--- src/rtl/framebuffer_rect_writer_if.sv ---
// rtl/framebuffer_rect_writer_if.sv - command handshake and frame buffer write port bundle
interface framebuffer_rect_writer_if #(
    parameter int ADDR_W  = 19,
    parameter int COLOR_W = 2
);
    logic               cmd_valid;
    logic               cmd_ready;
    logic               cmd_clear;
    logic [9:0]         cmd_x;
    logic [8:0]         cmd_y;
    logic [9:0]         cmd_w;
    logic [8:0]         cmd_h;
    logic [COLOR_W-1:0] cmd_color;
    logic               done;
    logic [ADDR_W-1:0]  write_addr;
    logic [23:0]        write_data;
    logic               write_en;

    modport master (
        output cmd_valid, cmd_clear, cmd_x, cmd_y, cmd_w, cmd_h, cmd_color,
        input  cmd_ready, done, write_addr, write_data, write_en
    );

    modport slave (
        input  cmd_valid, cmd_clear, cmd_x, cmd_y, cmd_w, cmd_h, cmd_color,
        output cmd_ready, done, write_addr, write_data, write_en
    );
endinterface

--- src/rtl/framebuffer_rect_writer.sv ---
// rtl/framebuffer_rect_writer.sv - clipped rectangle fill / clear engine for the overlay frame buffer
module framebuffer_rect_writer #(
    parameter int FB_WIDTH  = 640,
    parameter int FB_HEIGHT = 480,
    parameter int ADDR_W    = 19,
    parameter int COLOR_W   = 2
) (
    input  logic                       write_clk_i,
    input  logic                       rst_n_i,
    framebuffer_rect_writer_if.slave   bus
);
    localparam int DATA_W = 24;

    typedef enum logic [1:0] {S_IDLE, S_FILL, S_FINISH} state_t;

    state_t              state_q;
    logic [9:0]          x_start_q;
    logic [9:0]          cur_x_q;
    logic [8:0]          cur_y_q;
    logic [10:0]         x_end_q;
    logic [10:0]         y_end_q;
    logic [ADDR_W-1:0]   row_base_q;
    logic                cmd_ready_q;
    logic                done_q;
    logic [ADDR_W-1:0]   write_addr_q;
    logic [DATA_W-1:0]   write_data_q;
    logic                write_en_q;

    logic [9:0]          x_eff_d;
    logic [8:0]          y_eff_d;
    logic [10:0]         x_sum_d;
    logic [10:0]         y_sum_d;
    logic [10:0]         x_end_d;
    logic [10:0]         y_end_d;
    logic [COLOR_W-1:0]  color_d;
    logic                empty_d;
    logic                accept_d;
    logic [ADDR_W-1:0]   y_base_d;
    logic [ADDR_W-1:0]   next_row_base_d;
    logic                x_last_d;
    logic                y_last_d;

    always_comb begin
        x_eff_d  = bus.cmd_clear ? 10'd0 : bus.cmd_x;
        y_eff_d  = bus.cmd_clear ? 9'd0  : bus.cmd_y;
        color_d  = bus.cmd_clear ? '0    : bus.cmd_color;
        x_sum_d  = {1'b0, bus.cmd_x} + {1'b0, bus.cmd_w};
        y_sum_d  = {2'b0, bus.cmd_y} + {2'b0, bus.cmd_h};
        x_end_d  = (bus.cmd_clear || x_sum_d > 11'(FB_WIDTH))  ? 11'(FB_WIDTH)  : x_sum_d;
        y_end_d  = (bus.cmd_clear || y_sum_d > 11'(FB_HEIGHT)) ? 11'(FB_HEIGHT) : y_sum_d;
        empty_d  = !bus.cmd_clear &&
                   (bus.cmd_w == 10'd0 || bus.cmd_h == 9'd0 ||
                    {1'b0, bus.cmd_x} >= 11'(FB_WIDTH) ||
                    {2'b0, bus.cmd_y} >= 11'(FB_HEIGHT));
        accept_d = bus.cmd_valid && cmd_ready_q;
        // y*640 as y*512 + y*128 keeps the row base multiplier-free
        y_base_d = (ADDR_W'(y_eff_d) << 9) + (ADDR_W'(y_eff_d) << 7);
        next_row_base_d = row_base_q + ADDR_W'(FB_WIDTH);
        x_last_d = ({1'b0, cur_x_q} + 11'd1) == x_end_q;
        y_last_d = ({2'b0, cur_y_q} + 11'd1) == y_end_q;
    end

    always_ff @(posedge write_clk_i or negedge rst_n_i) begin
        if (!rst_n_i) begin
            state_q      <= S_IDLE;
            x_start_q    <= '0;
            cur_x_q      <= '0;
            cur_y_q      <= '0;
            x_end_q      <= '0;
            y_end_q      <= '0;
            row_base_q   <= '0;
            cmd_ready_q  <= 1'b1;
            done_q       <= 1'b0;
            write_addr_q <= '0;
            write_data_q <= '0;
            write_en_q   <= 1'b0;
        end else begin
            case (state_q)
                S_IDLE: begin
                    if (accept_d) begin
                        x_start_q   <= x_eff_d;
                        cur_x_q     <= x_eff_d;
                        cur_y_q     <= y_eff_d;
                        x_end_q     <= x_end_d;
                        y_end_q     <= y_end_d;
                        row_base_q  <= y_base_d;
                        cmd_ready_q <= 1'b0;
                        if (empty_d) begin
                            state_q <= S_FINISH;
                            done_q  <= 1'b1;
                        end else begin
                            // first pixel is presented straight out of the accept edge
                            state_q      <= S_FILL;
                            write_en_q   <= 1'b1;
                            write_addr_q <= y_base_d + ADDR_W'(x_eff_d);
                            write_data_q <= {{(DATA_W-COLOR_W){1'b0}}, color_d};
                        end
                    end
                end
                S_FILL: begin
                    if (x_last_d && y_last_d) begin
                        // address/data stay put: the RAM enable is tied high
                        state_q    <= S_FINISH;
                        write_en_q <= 1'b0;
                        done_q     <= 1'b1;
                    end else if (x_last_d) begin
                        cur_x_q      <= x_start_q;
                        cur_y_q      <= cur_y_q + 9'd1;
                        row_base_q   <= next_row_base_d;
                        write_addr_q <= next_row_base_d + ADDR_W'(x_start_q);
                    end else begin
                        cur_x_q      <= cur_x_q + 10'd1;
                        write_addr_q <= write_addr_q + ADDR_W'(1);
                    end
                end
                S_FINISH: begin
                    state_q     <= S_IDLE;
                    done_q      <= 1'b0;
                    cmd_ready_q <= 1'b1;
                end
                default: begin
                    state_q     <= S_IDLE;
                    done_q      <= 1'b0;
                    write_en_q  <= 1'b0;
                    cmd_ready_q <= 1'b1;
                end
            endcase
        end
    end

    assign bus.cmd_ready  = cmd_ready_q;
    assign bus.done       = done_q;
    assign bus.write_addr = write_addr_q;
    assign bus.write_data = write_data_q;
    assign bus.write_en   = write_en_q;
endmodule

--- src/flat_wrapper.sv ---
// flat-port wrapper written by rule: the top's interface ports become plain ports
module framebuffer_rect_writer_flat 
#(
    parameter int FB_WIDTH  = 640,
    parameter int FB_HEIGHT = 480,
    parameter int ADDR_W    = 19,
    parameter int COLOR_W   = 2
)
  (write_clk_i, rst_n_i, bus_cmd_valid, bus_cmd_clear, bus_cmd_x, bus_cmd_y, bus_cmd_w, bus_cmd_h, bus_cmd_color, bus_cmd_ready, bus_done, bus_write_addr, bus_write_data, bus_write_en);
  framebuffer_rect_writer_if #(.ADDR_W(ADDR_W), .COLOR_W(COLOR_W)) bus_i ();
  input  logic write_clk_i;
  input  logic rst_n_i;
  input wire logic [$bits(bus_i.cmd_valid)-1:0] bus_cmd_valid;
  input wire logic [$bits(bus_i.cmd_clear)-1:0] bus_cmd_clear;
  input wire logic [$bits(bus_i.cmd_x)-1:0] bus_cmd_x;
  input wire logic [$bits(bus_i.cmd_y)-1:0] bus_cmd_y;
  input wire logic [$bits(bus_i.cmd_w)-1:0] bus_cmd_w;
  input wire logic [$bits(bus_i.cmd_h)-1:0] bus_cmd_h;
  input wire logic [$bits(bus_i.cmd_color)-1:0] bus_cmd_color;
  output wire logic [$bits(bus_i.cmd_ready)-1:0] bus_cmd_ready;
  output wire logic [$bits(bus_i.done)-1:0] bus_done;
  output wire logic [$bits(bus_i.write_addr)-1:0] bus_write_addr;
  output wire logic [$bits(bus_i.write_data)-1:0] bus_write_data;
  output wire logic [$bits(bus_i.write_en)-1:0] bus_write_en;
  assign bus_i.cmd_valid = bus_cmd_valid;
  assign bus_i.cmd_clear = bus_cmd_clear;
  assign bus_i.cmd_x = bus_cmd_x;
  assign bus_i.cmd_y = bus_cmd_y;
  assign bus_i.cmd_w = bus_cmd_w;
  assign bus_i.cmd_h = bus_cmd_h;
  assign bus_i.cmd_color = bus_cmd_color;
  assign bus_cmd_ready = bus_i.cmd_ready;
  assign bus_done = bus_i.done;
  assign bus_write_addr = bus_i.write_addr;
  assign bus_write_data = bus_i.write_data;
  assign bus_write_en = bus_i.write_en;
  framebuffer_rect_writer #(.FB_WIDTH(FB_WIDTH), .FB_HEIGHT(FB_HEIGHT), .ADDR_W(ADDR_W), .COLOR_W(COLOR_W)) u_core (.write_clk_i(write_clk_i), .rst_n_i(rst_n_i), .bus(bus_i));
endmodule
--- config.mk ---
export PLATFORM = sky130hd
export DESIGN_NAME = framebuffer_rect_writer_flat
export DESIGN_NICKNAME = d
export VERILOG_FILES = /design/src/rtl/framebuffer_rect_writer_if.sv /design/src/rtl/framebuffer_rect_writer.sv /design/src/flat_wrapper.sv
export SDC_FILE = /design/constraint.sdc
export NUM_CORES = 1
export LEC_CHECK = 0
export CAP_MARGIN = 5
export CORE_MARGIN = 3
export CORE_UTILIZATION = 59
export CTS_CLUSTER_DIAMETER = 100
export DETAILED_ROUTE_END_ITERATION = 7
export DONT_BUFFER_PORTS = 1
export PLACE_DENSITY = 0.87
export SETUP_SLACK_MARGIN = 0.4
export SYNTH_ARGS = -nofsm -noshare
export SYNTH_HDL_FRONTEND = slang
export SYNTH_SLANG_ARGS = --single-unit
--- constraint.sdc ---
create_clock -name write_clk_i -period 3 [get_ports write_clk_i]
set_input_delay 0.45 -clock write_clk_i [delete_from_list [all_inputs] [get_ports write_clk_i]]
set_output_delay 0.45 -clock write_clk_i [all_outputs]
set_load 0.05 [all_outputs]
== Yosys cells after proc, flatten, opt, wreduce, memory -nomap -nowiden ==
Cells that the tools add are included.

* Flip-flop bits (word level): 96
* Bits in latches: 0
* RAM bits: 0
* ROM bits: 0
* Output and inout port bits: 46
* Logic and storage cells: 98
* Memories kept: 0

* $add $sub $neg: 11
* $mul: 0
* Divide/modulo/power cells: 0
* Order comparisons: 4
* Equal/unequal tests: 10
* Shift operators: 0
* Multiplexer cells: 36
* Bitwise operators: 3
* Reductions and logical operators: 22

{| class="wikitable"
|+ Operator list
! operator !! count
|-
| $mux 19 || 7
|-
| $pmux 19 s2 || 2
|-
| $mux 10 || 4
|-
| $add 19x10->19 || 2
|-
| $mux 9 || 4
|-
| $eq 11x11->1 || 2
|-
| $mux 11 || 2
|-
| $pmux 10 s2 || 1
|-
| $add 18x16->19 || 1
|-
| $add 19x1->19 const B || 1
|-
| $add 19x10->19 const B || 1
|-
| $pmux 9 s2 || 1
|-
| $reduce_and 4->1 || 3
|-
| $add 10x1->11 const B || 1
|-
| $add 10x10->11 || 1
|-
| $gt 11x10->1 const B || 1
|-
| $gt 11x9->1 const B || 1
|-
| $add 10x1->10 const B || 1
|-
| $add 9x1->10 const B || 1
|-
| $add 9x9->10 || 1
|-
| $ge 10x10->1 const B || 1
|-
| $logic_not 10->1 || 1
|-
| $add 9x1->9 const B || 1
|-
| $ge 9x9->1 const B || 1
|-
| 18 further kinds || 44
|}

== Logic depth before layout (Yosys ltp) ==
Gate-level depths: netlist of the first run.

* Depth in word-level cells: 8
* Mapped depth: 13
* Mapped depth without buffers: 11

== Worst setup path after synthesis of the first run ==
OpenSTA, ideal clock, no wires.

* Path kind: in2reg
* From: in bus_cmd_h[0]
* To: reg u_core.y_end_q[0]
* Arrival: 3.006 ns
* Data required time: 2.878 ns
* Setup slack: -0.128 ns
* Cell stages on the path: 10
* Path buffers: 0
* Cells stage by stage: ha_1 fa_1 a21o_1 a21oi_1 o21bai_1 a2111oi_0 nor3_1 xnor2_1 or4_1 a32o_1

* Longest elaborated chain between the ends: 4

{| class="wikitable"
|+ RTL lines
! what !! line !! RTL
|-
| start, declared || flat_wrapper.sv:18 || <nowiki>input wire logic [$bits(bus_i.cmd_h)-1:0] bus_cmd_h;</nowiki>
|-
| $add 9x9->10 * || framebuffer_rect_writer.sv:48 || <nowiki>y_sum_d = {2'b0, bus.cmd_y} + {2'b0, bus.cmd_h};</nowiki>
|-
| $gt 11x9->1 || framebuffer_rect_writer.sv:50 || <nowiki>y_end_d = (bus.cmd_clear || y_sum_d > 11'(FB_HEIGHT)) ? 11'(FB_HEIGHT) : y_sum_d;</nowiki>
|-
| $logic_or 1x1->1 || framebuffer_rect_writer.sv:50 ||
|-
| $mux 11 * || framebuffer_rect_writer.sv:50 ||
|-
| end signal, assigned || framebuffer_rect_writer.sv:85 || <nowiki>y_end_q <= y_end_d;</nowiki>
|-
| end, declared || framebuffer_rect_writer.sv:21 || <nowiki>logic [10:0] y_end_q;</nowiki>
|}

Mark *: on every way between the ends. The rest lies on a longest branch, timed or not.
A chain may end at the register's enable or synchronous reset.

== Worst setup path after layout of the first run ==
* From: reg u_core.cur_x_q[3]
* To: reg u_core.cur_y_q[0]

* Longest elaborated chain between the ends: 5
* Elaborated cells on any way between the ends: 6
* Those cells by class: 1 x add/sub; 3 x eq/ne; 2 x reduce/logical

{| class="wikitable"
|+ RTL lines
! what !! line !! RTL
|-
| start, declared || framebuffer_rect_writer.sv:18 || <nowiki>logic [9:0] cur_x_q;</nowiki>
|-
| start signal, assigned || framebuffer_rect_writer.sv:107 || <nowiki>cur_x_q <= x_start_q;</nowiki>
|-
| start signal, assigned || framebuffer_rect_writer.sv:112 || <nowiki>cur_x_q <= cur_x_q + 10'd1;</nowiki>
|-
| $add 10x1->11 * || framebuffer_rect_writer.sv:59 || <nowiki>x_last_d = ({1'b0, cur_x_q} + 11'd1) == x_end_q;</nowiki>
|-
| $eq 11x11->1 * || framebuffer_rect_writer.sv:59 ||
|-
| $logic_and 1x1->1 || framebuffer_rect_writer.sv:101 || <nowiki>if (x_last_d && y_last_d) begin</nowiki>
|-
| $ne 2x2->1 (no line) || - ||
|-
| $reduce_and 4->1 (no line) * || - ||
|-
| end signal, assigned || framebuffer_rect_writer.sv:83 || <nowiki>cur_y_q <= y_eff_d;</nowiki>
|-
| end signal, assigned || framebuffer_rect_writer.sv:108 || <nowiki>cur_y_q <= cur_y_q + 9'd1;</nowiki>
|-
| end, declared || framebuffer_rect_writer.sv:19 || <nowiki>logic [8:0] cur_y_q;</nowiki>
|}

Marks and branches as above.

==> flow_summary.json, run 1 <==
{
  "io_buffers": 0,
  "synth_top_cell_by_area": "dfrtp_1",
  "diodes": 0,
  "critPathKind": "reg2reg",
  "critical_path_buf_inv_count": 3,
  "clk_latency_ns": 0.35,
  "cts_buffer_depth": 2,
  "wire_per_inst_um": 19.8,
  "finalSetupViolCount": 0,
  "critical_path.slowest_cell": "dfrtp_2",
  "fin_crit_ns": 2.86,
  "cts-buffers-inserted": 9,
  "hpwlAfterDp_um": 14700,
  "drive_gt1_frac": 0.197,
  "route.detailed.drc": 0,
  "final_nets": 1083,
  "path_cells": "and4_1, nand2_1, mux2_2, mux2i_1, nand4_1, buf_4, buf_4, o31a_1, buf_12, o21ai_0, o21ai_0",
  "peakVddDrop_mv": 0.501,
  "areaGrowthSynthToFinish_pct": 18.8,
  "ant_nets": 0,
  "dieHeight_um": 120,
  "netlist_top_cells_count": "116 x nand2_1, 87 x dfrtp_1, 79 x nor2_1",
  "fp.dieW_um": 120,
  "cts_sinks": 88,
  "max_cap_violations": 0,
  "syn_area_um2": 7710,
  "cts-root-buf": "clkbuf_16",
  "path_clk_slew_ns": 0.07,
  "yosysWarnings": 0,
  "rsz0062_at_grt": "true",
  "worstPathArrival_ns": 3.08,
  "h-tree-depth": 3,
  "crit_required_ns": 3.22,
  "p_leak_uw": 0.00386,
  "grt_pass1_wl_um": 36100,
  "syn_avg_cell_area_um2": 7.98,
  "critPathMaxFanout": 22,
  "skew_ns": 0.0105,
  "ys_types": 78,
  "crit_path_end_kind": "flip-flop",
  "slew_violations": 0,
  "tns_ns": 0,
  "async_reset_ff_frac": 1.00,
  "synth_edf_count": 0,
  "drtPass1Iterations": 6,
  "period_share": 0.954,
  "grt_pass1_vias": 7234,
  "io_pins": 90,
  "placedInstanceArea_um2": 8050,
  "critPathLaunchType": "flip-flop",
  "worst_hold_slack_ns": -0.0164,
  "violations": "hold timing",
  "gp_congestion": 0.937,
  "drt-initial-drc-count": 858,
  "slew_headroom": 0.522,
  "grt_max_degree": 89,
  "vias": 7703,
  "track_usage": 0.304,
  "tightest_slew_ns": 0.715,
  "antenna_found_initial": 0,
  "crit_family": "simple AND/OR/NAND/NOR gates",
  "synth_cells": 966,
  "yosys-top-cells-area": "dfrtp_1 28%, xnor2_1 6.6%, nand2_1 5.7%",
  "yosys_register_bits": 88,
  "run_status": "complete, but fails checks",
  "pre_cts_slack_ns": 0.0504,
  "total_power_uw": 8790,
  "fmax_mhz": 349,
  "post-route-worst-setup-slack_ns": 0.138,
  "grt_overflow_total": 0,
  "power_density_nw_per_um2": 960,
  "ys.flop_type": "dfrtp_1",
  "routed_via_density": 6.53,
  "hold_class": "in2async",
  "synthDominantCellAreaShare": 0.283,
  "initial_core_util": 0.608,
  "rows": 41,
  "slowest_delay_ns": 0.48,
  "dieArea_um2": 14500,
  "wl_um": 23300,
  "post-synth-top-count-cell": "nand2_1",
  "design_area_um2": 9150,
  "hold_violations": 12,
  "cts_tree": "yes",
  "core_area_um2": 12700,
  "synth_seq_area_share": 0.286
}
power breakdown:
group / switching, µW / internal [µW] / total (µW)
clock network: 488 / 727 / 1220
registers: 1010 / 1700 / 2710
logic: 2740 / 2130 / 4860
total: 4230 / 4560 / 8790
worst register-to-register path, cell delays in order (launching register included):
cell and delay [ns]:
dfrtp_2 0.48, and4_1 0.29, nand2_1 0.14, mux2_2 0.31, mux2i_1 0.23, nand4_1 0.22, buf_4 0.20, buf_4 0.13
o31a_1 0.30, buf_12 0.17, o21ai_0 0.16, o21ai_0 0.11
layer usage:
layer | part of all wire | up-vias | GRT usage
li1 | - | 3503 | -
met1 | 0.39 | 3632 | 0.399
met2 | 0.48 | 476 | 0.504
met3 | 0.10 | 92 | 0.0697
met4 | 0.027 | 0 | 0.0914
met5 | 0 | - | 0
metrics by stage:
stage                     hold WS (ns)  utilization  instances
after floorplan                  0.154            -        988
after global placement           0.157        0.635       1120
after detailed placement         0.156        0.635       1120
after CTS                       0.0386        0.694       1164
after global routing            0.0445        0.722       1180
final                          -0.0164        0.722       1180
cells by family after synthesis:
family | synth area share
compound gates | 0.216
xor+xnor | 0.105
fa+ha+maj | 0.0627
buf+inv | 0.0672
flops | 0.286
mux | 0.0424
other cells | 0.000487
simple gates | 0.221
timing repair:
action                                  CTS  global route
cloned                                    2             4
buffers inserted                         26            12
gates resized for setup                  56            53
pin swaps                                13            12
hold endpoints to repair                 88             0
hold buffers                              1             0
endpoints found under the setup margin   51            65
flip-flops by register name, indices dropped and copies added (netlist names), 2 cells and up:
signal	cells
u_core.bus.write_addr	19
u_core.x_end_q	11
u_core.state_q	2
u_core.row_base_q	12
u_core.bus.write_data	2
u_core.x_start_q	10
u_core.y_end_q	10
u_core.cur_y_q	9
u_core.cur_x_q	10
path summary, 6_finish.rpt:
path	cells after the start	from	slack (ns)	endpoint
setup / recovery	11	u_core.cur_x_q[3]	0.14	u_core.cur_y_q[0]
hold / removal	1	rst_n_i	-0.02	u_core.bus.write_addr[3]
setup reg to reg	11	u_core.cur_x_q[3]	0.14	u_core.cur_y_q[0]
hold reg to reg	1	u_core.y_end_q[3]	0.52	u_core.y_end_q[3]
max in group asynchronous	1	rst_n_i	2.61	u_core.bus.cmd_ready
min in group write_clk_i	1	bus_cmd_clear	0.20	u_core.x_start_q[1]
cell usage in the layout, fill, tap and decap left out, drive strengths merged, types with 11 or more instances in the layout:
cell,n
buf,78
nand4,16
xor2,34
a21oi,58
o21a,12
o21ai,71
mux2,11
clkbuf,11
xnor2,58
mux2i,18
nand2,116
conb,23
ha,33
nand3,37
o211ai,16
dfrtp,87
nor2b,15
nor2,81
a31oi,16
nor3,31
inv,34
area by class of cell:
type | count | area [µm²]
repair inverters | 2 | 20.0
multi-input cells | 791 | 5510
inverters | 33 | 136
clock inverters | 5 | 81.3
well taps | 172 | 215
flip-flops and latches | 88 | 2220
repair buffers | 79 | 744
fillers | 863 | 3520
clock buffers | 10 | 229
(Power assumes the default switching activity.)
==> run 2, diff against run 1 <==
==> constraint.sdc (replaced) <==
create_clock -name write_clk_i -period 3 [get_ports write_clk_i]
set_input_delay 0 -clock write_clk_i [delete_from_list [all_inputs] [get_ports write_clk_i]]
set_output_delay 0 -clock write_clk_i [all_outputs]
set_load 0.05 [all_outputs]
==> run 2 against run 1 <==
The run now ends clean. Cell area grew 2.3%. Sequential power is essentially flat. Combinational power grew 3%. Critical endpoint is now u_core.cur_x_q[4]. Largest power group unchanged.
==> flow_summary.json, run 2 (synthesis results as in run 1) <==
{
  "run_status": "finished clean",
  "routed_via_density": 6.77,
  "drtPass1Iterations": 8,
  "peakVddDrop_mv": 0.430,
  "worstPathArrival_ns": 3.13,
  "finalSetupViolCount": 0,
  "route.detailed.drc": 0,
  "fin_crit_ns": 2.90,
  "core_area_um2": 12700,
  "fmax_mhz": 345,
  "rr_worst_depth": 12,
  "final_cell_mix": "108 x nand2_1, 79 x dfrtp_1, 69 x nor2_1",
  "nFillCells": 797,
  "dieHeight_um": 120,
  "register_area_um2": 2210,
  "power_density_nw_per_um2": 939,
  "cts-buffers-inserted": 9,
  "io_buffers": 0,
  "clk_latency_ns": 0.36,
  "placedInstanceArea_um2": 7910,
  "skew_ns": 0.00973,
  "track_usage": 0.299,
  "h-tree-depth": 3,
  "critPathMaxFanout": 4,
  "hp-start": "bus_cmd_y[1]",
  "multi_input_area_um2": 5540,
  "crit_required_ns": 3.23,
  "max_cap_violations": 0,
  "hpwlAfterDp_um": 14700,
  "cts_tree": "yes",
  "vias": 8050,
  "grt_pass1_wl_um": 35100,
  "dpl.cell_count": 1112,
  "path_clk_slew_ns": 0.07,
  "r2r-start": "u_core.cur_y_q[0]",
  "setup.worst_path.start": "u_core.cur_y_q[0]",
  "largest_reg_flops": 19,
  "final_nets": 1091,
  "areaGrowthSynthToFinish_pct": 21.5,
  "crit_path_end_kind": "flip-flop",
  "diodes": 0,
  "tightest_slew_ns": 0.767,
  "post-route-worst-setup-slack_ns": 0.100,
  "rsz0062_at_grt": "true",
  "worstHoldPathCells": 2,
  "design_area_um2": 9370,
  "period_share": 0.967,
  "slew_violations": 0,
  "drive_gt1_frac": 0.182,
  "dieArea_um2": 14500,
  "cts-root-buf": "clkbuf_16",
  "fp.dieW_um": 120,
  "fin_cells": 1189,
  "cts_sinks": 88,
  "wire_per_inst_um": 21.5,
  "grt_max_degree": 89,
  "hold_violations": 0,
  "rows": 41,
  "initial_core_util": 0.608,
  "wl_um": 25500,
  "slew_headroom": 0.486,
  "hold_class": "in2reg",
  "gp_congestion": 0.910,
  "cts_buffer_depth": 2,
  "r2r_setup_slack_ns": 0.1,
  "io_pins": 90,
  "final_common_cell": "nand2_1",
  "drt-initial-drc-count": 946,
  "grt_overflow_total": 0,
  "antenna_found_initial": 0,
  "grt_pass1_vias": 7134,
  "critPathKind": "reg2reg",
  "pre_cts_slack_ns": 0.0994,
  "ant_nets": 0,
  "total_power_uw": 8790,
  "critPathLaunchType": "flip-flop",
  "tns_ns": 0,
  "p_leak_uw": 0.00388
}
==> run 2: cell types whose count changed in the layout (fill, tap and decap cells not counted), moves of 5 or more <==
cell / previous run / this run
dlygate4sd3_1: 0 / 27
buf_4: 54 / 31
a21oi_1: 50 / 41
a21oi_2: 6 / 15
o21ai_0: 60 / 51
o21ai_1: 5 / 12
a31oi_1: 16 / 11
ha_1: 26 / 31
==> run 2: timing repair <==
item | 4_1_cts | 5_1_grt
endpoints found under the setup margin | 49 | 64
endpoints found under the hold margin | 122 | 1
pin swaps | 7 | 29
hold buffers | 27 | 1
setup buffers | 13 | 11
gates resized for setup | 35 | 112
gates cloned | 3 | 6
==> run 2: worst max-delay path, stage by stage, from the launching register on <==
cell and delay [ns]:
dfrtp_2 0.45, ha_4 0.19, nand3_4 0.10, buf_12 0.15, nor2_4 0.11, nand3_2 0.12, or3_4 0.37, a2111oi_4 0.36
buf_6 0.17, buf_4 0.12, a21oi_1 0.13, nor3_1 0.45, a31oi_4 0.04
==> run 2: final timing paths <==
path                                         endpoint
min in group asynchronous       u_core.row_base_q[10]
worst max register to register      u_core.cur_x_q[4]
max in group asynchronous        u_core.bus.cmd_ready
worst min register to register      u_core.y_end_q[1]
worst max-delay path                u_core.cur_x_q[4]
worst min-delay path                u_core.y_end_q[1]
==> run 2: cell type report <==
cell class              count  area share
flip-flops and latches     88       0.236
clock buffers              15      0.0275
well taps                 172      0.0230
repair buffers             89       0.108
inverters                  33      0.0140
multi-input cells         791       0.591
clock inverters             1    0.000534
==> run 2: through the flow <==
stage	hold slack [ns]	util
finish	0.00661	0.739
global route	0.0177	0.739
CTS	0.0142	0.688
detailed placement	-0.293	0.624
global placement	-0.293	0.624
floorplan	-0.296	-
==> run 2: report_power, final <==
| group | internal (µW) | switching [µW] | total, µW |
|---|---|---|---|
| clock network | 585 | 485 | 1070 |
| logic | 2140 | 2840 | 4990 |
| registers | 1700 | 1040 | 2740 |
| total | 4430 | 4360 | 8790 |
==> run 2: routing by layer <==
layer / GRT usage / up-vias / routed length (µm)
met5: 0 / - / 0
met2: 0.495 / 602 / 12000
li1: - / 3503 / -
met1: 0.388 / 3800 / 9240
met3: 0.0683 / 145 / 2900
met4: 0.103 / 0 / 1340
==> run 3, diff against run 2 <==
--- a/config.mk
+++ b/config.mk
@@ -11,7 +11,8 @@
 export CTS_CLUSTER_DIAMETER = 100
 export DETAILED_ROUTE_END_ITERATION = 7
 export DONT_BUFFER_PORTS = 1
-export PLACE_DENSITY = 0.87
+export PLACE_DENSITY = 0.83
+export REMOVE_ABC_BUFFERS = 1
 export SETUP_SLACK_MARGIN = 0.4
 export SYNTH_ARGS = -nofsm -noshare
 export SYNTH_HDL_FRONTEND = slang
==> run 3 against run 2 <==
Non-clock buffer count is 10 higher. Fmax is 2.3% higher. Sequential share of layout area is 0.30 points higher. Power hardly changed. Worst setup slack better by 0.064 ns. Sequential power is 2% lower. Global-route usage is 1.4 points higher. First-iteration DRC count is 24% higher. Critical path type unchanged. Critical endpoint is now u_core.cur_x_q[2].
==> flow_summary.json, run 3 (synthesis results as in run 1) <==
{
  "cts_sinks": 88,
  "finalSetupViolCount": 0,
  "routed_via_density": 6.56,
  "power_density_nw_per_um2": 952,
  "critPathLaunchType": "flip-flop",
  "drive_gt1_frac": 0.169,
  "core_area_um2": 12700,
  "skew_ns": 0.00671,
  "path_cells": "nand2_1, or4_4, nand3_2, o211ai_1, a2111oi_4, buf_4, and2b_2, o21ai_4, buf_12, mux2_4",
  "cts_buffer_depth": 2,
  "hold_class": "in2reg",
  "slew_violations": 0,
  "vias": 7868,
  "peakVddDrop_mv": 0.394,
  "nFillCells": 893,
  "crit_required_ns": 3.23,
  "areaGrowthSynthToFinish_pct": 19.8,
  "diodes": 0,
  "track_usage": 0.313,
  "r2r_setup_slack_ns": 0.16,
  "period_share": 0.945,
  "final_cell_mix": "114 x nand2_1, 83 x dfrtp_1, 74 x nor2_1",
  "p_leak_uw": 0.00391,
  "path_clk_slew_ns": 0.07,
  "wire_per_inst_um": 19.8,
  "route.detailed.drc": 0,
  "grt_max_degree": 89,
  "slew_headroom": 0.450,
  "wl_um": 23700,
  "dieArea_um2": 14500,
  "slowest_delay_ns": 0.52,
  "hpwlAfterDp_um": 14700,
  "hold_violations": 0,
  "grt_overflow_total": 0,
  "fin_crit_ns": 2.84,
  "post-route-worst-setup-slack_ns": 0.164,
  "setup.worst_path.start": "u_core.cur_y_q[4]",
  "rr_worst_depth": 10,
  "largest_reg_flops": 19,
  "fmax_mhz": 353,
  "rsz0062_at_grt": "true",
  "ant_nets": 0,
  "tns_ns": 0,
  "pre_cts_slack_ns": 0.0560,
  "r2r-start": "u_core.cur_y_q[4]",
  "h-tree-depth": 3,
  "antenna_found_initial": 0,
  "regToRegEndpoint": "u_core.cur_x_q[2]",
  "io_buffers": 0,
  "initial_core_util": 0.608,
  "grt_pass1_vias": 7167,
  "drtPass1Iterations": 5,
  "total_power_uw": 8790,
  "crit_end": "u_core.cur_x_q[2]",
  "cts-buffers-inserted": 9,
  "cts-root-buf": "clkbuf_16",
  "drt-initial-drc-count": 1173,
  "cts_tree": "yes",
  "worstPathArrival_ns": 3.07,
  "io_pins": 90,
  "fp.dieW_um": 120,
  "critical_path.slowest_cell": "or4_4",
  "dieHeight_um": 120,
  "clk_latency_ns": 0.35,
  "critPathKind": "reg2reg",
  "post-route-util": 0.728,
  "max_cap_violations": 0,
  "tightest_slew_ns": 0.818,
  "final_nets": 1101,
  "final_common_cell": "nand2_1",
  "rows": 41,
  "crit_path_end_kind": "flip-flop",
  "grt_pass1_wl_um": 36600,
  "critPathMaxFanout": 8,
  "run_status": "finished clean",
  "gp_congestion": 0.945
}
## run 3: how the worst min path moves through the flow
stage,from,endpoint,slack (ns),cells after the start
after detailed placement,rst_n_i,u_core.x_end_q[2],-0.29,0
final,bus_cmd_y[1],u_core.y_end_q[1],0.0002,2
after floorplan,rst_n_i,u_core.bus.done,-0.30,0
after global placement,rst_n_i,u_core.x_end_q[2],-0.29,0
after CTS,bus_cmd_y[1],u_core.y_end_q[1],0.007,2
after global routing,bus_cmd_y[1],u_core.y_end_q[1],0.03,2
## run 3: through the flow
step                      instance area (µm²)  hold slack (ns)  cells
after CTS                                8810          0.00699   1182
after detailed placement                 7900           -0.292   1120
after global routing                     9230           0.0304   1199
final                                    9230         0.000239   1199
after floorplan                          7390           -0.296    912
after global placement                   7900           -0.292   1120
## run 3: metal layers
layer  part of all wire  track usage
met1               0.39        0.411
met4              0.048        0.134
met3              0.088       0.0636
met2               0.47        0.505
met5                  0            0
## run 3: worst max-delay path, delay by kind of cell (launching register included)
family | cells | cell delay, ns
compound gates | 3 | 0.59
buf+inv | 2 | 0.34
flops | 1 | 0.49
mux | 1 | 0.29
simple gates | 4 | 0.99
## run 3: what timing repair did
action / 4_1_cts / 5_1_grt
setup endpoints to repair: 53 / 57
pin swaps: 12 / 21
endpoints found under the hold margin: 125 / 0
hold buffers: 26 / 0
cloned: 1 / 1
buffers inserted: 19 / 16
gates resized for setup: 33 / 70
## run 3: power breakdown
| group | internal (µW) | switching [µW] |
|---|---|---|
| Clock | 756 | 507 |
| Combinational | 2130 | 2720 |
| Sequential | 1690 | 984 |
| Total | 4580 | 4210 |
## run 3: area by class of cell
cell class | instances | area, µm² | share of cell area
timing repair buffer | 99 | 915 | 0.0991
clock buffer | 10 | 239 | 0.0259
sequential | 88 | 2210 | 0.239
clock inverter | 6 | 90.1 | 0.00976
multi-input combinational | 791 | 5430 | 0.588
inverter | 33 | 131 | 0.0142
tap | 172 | 215 | 0.0233
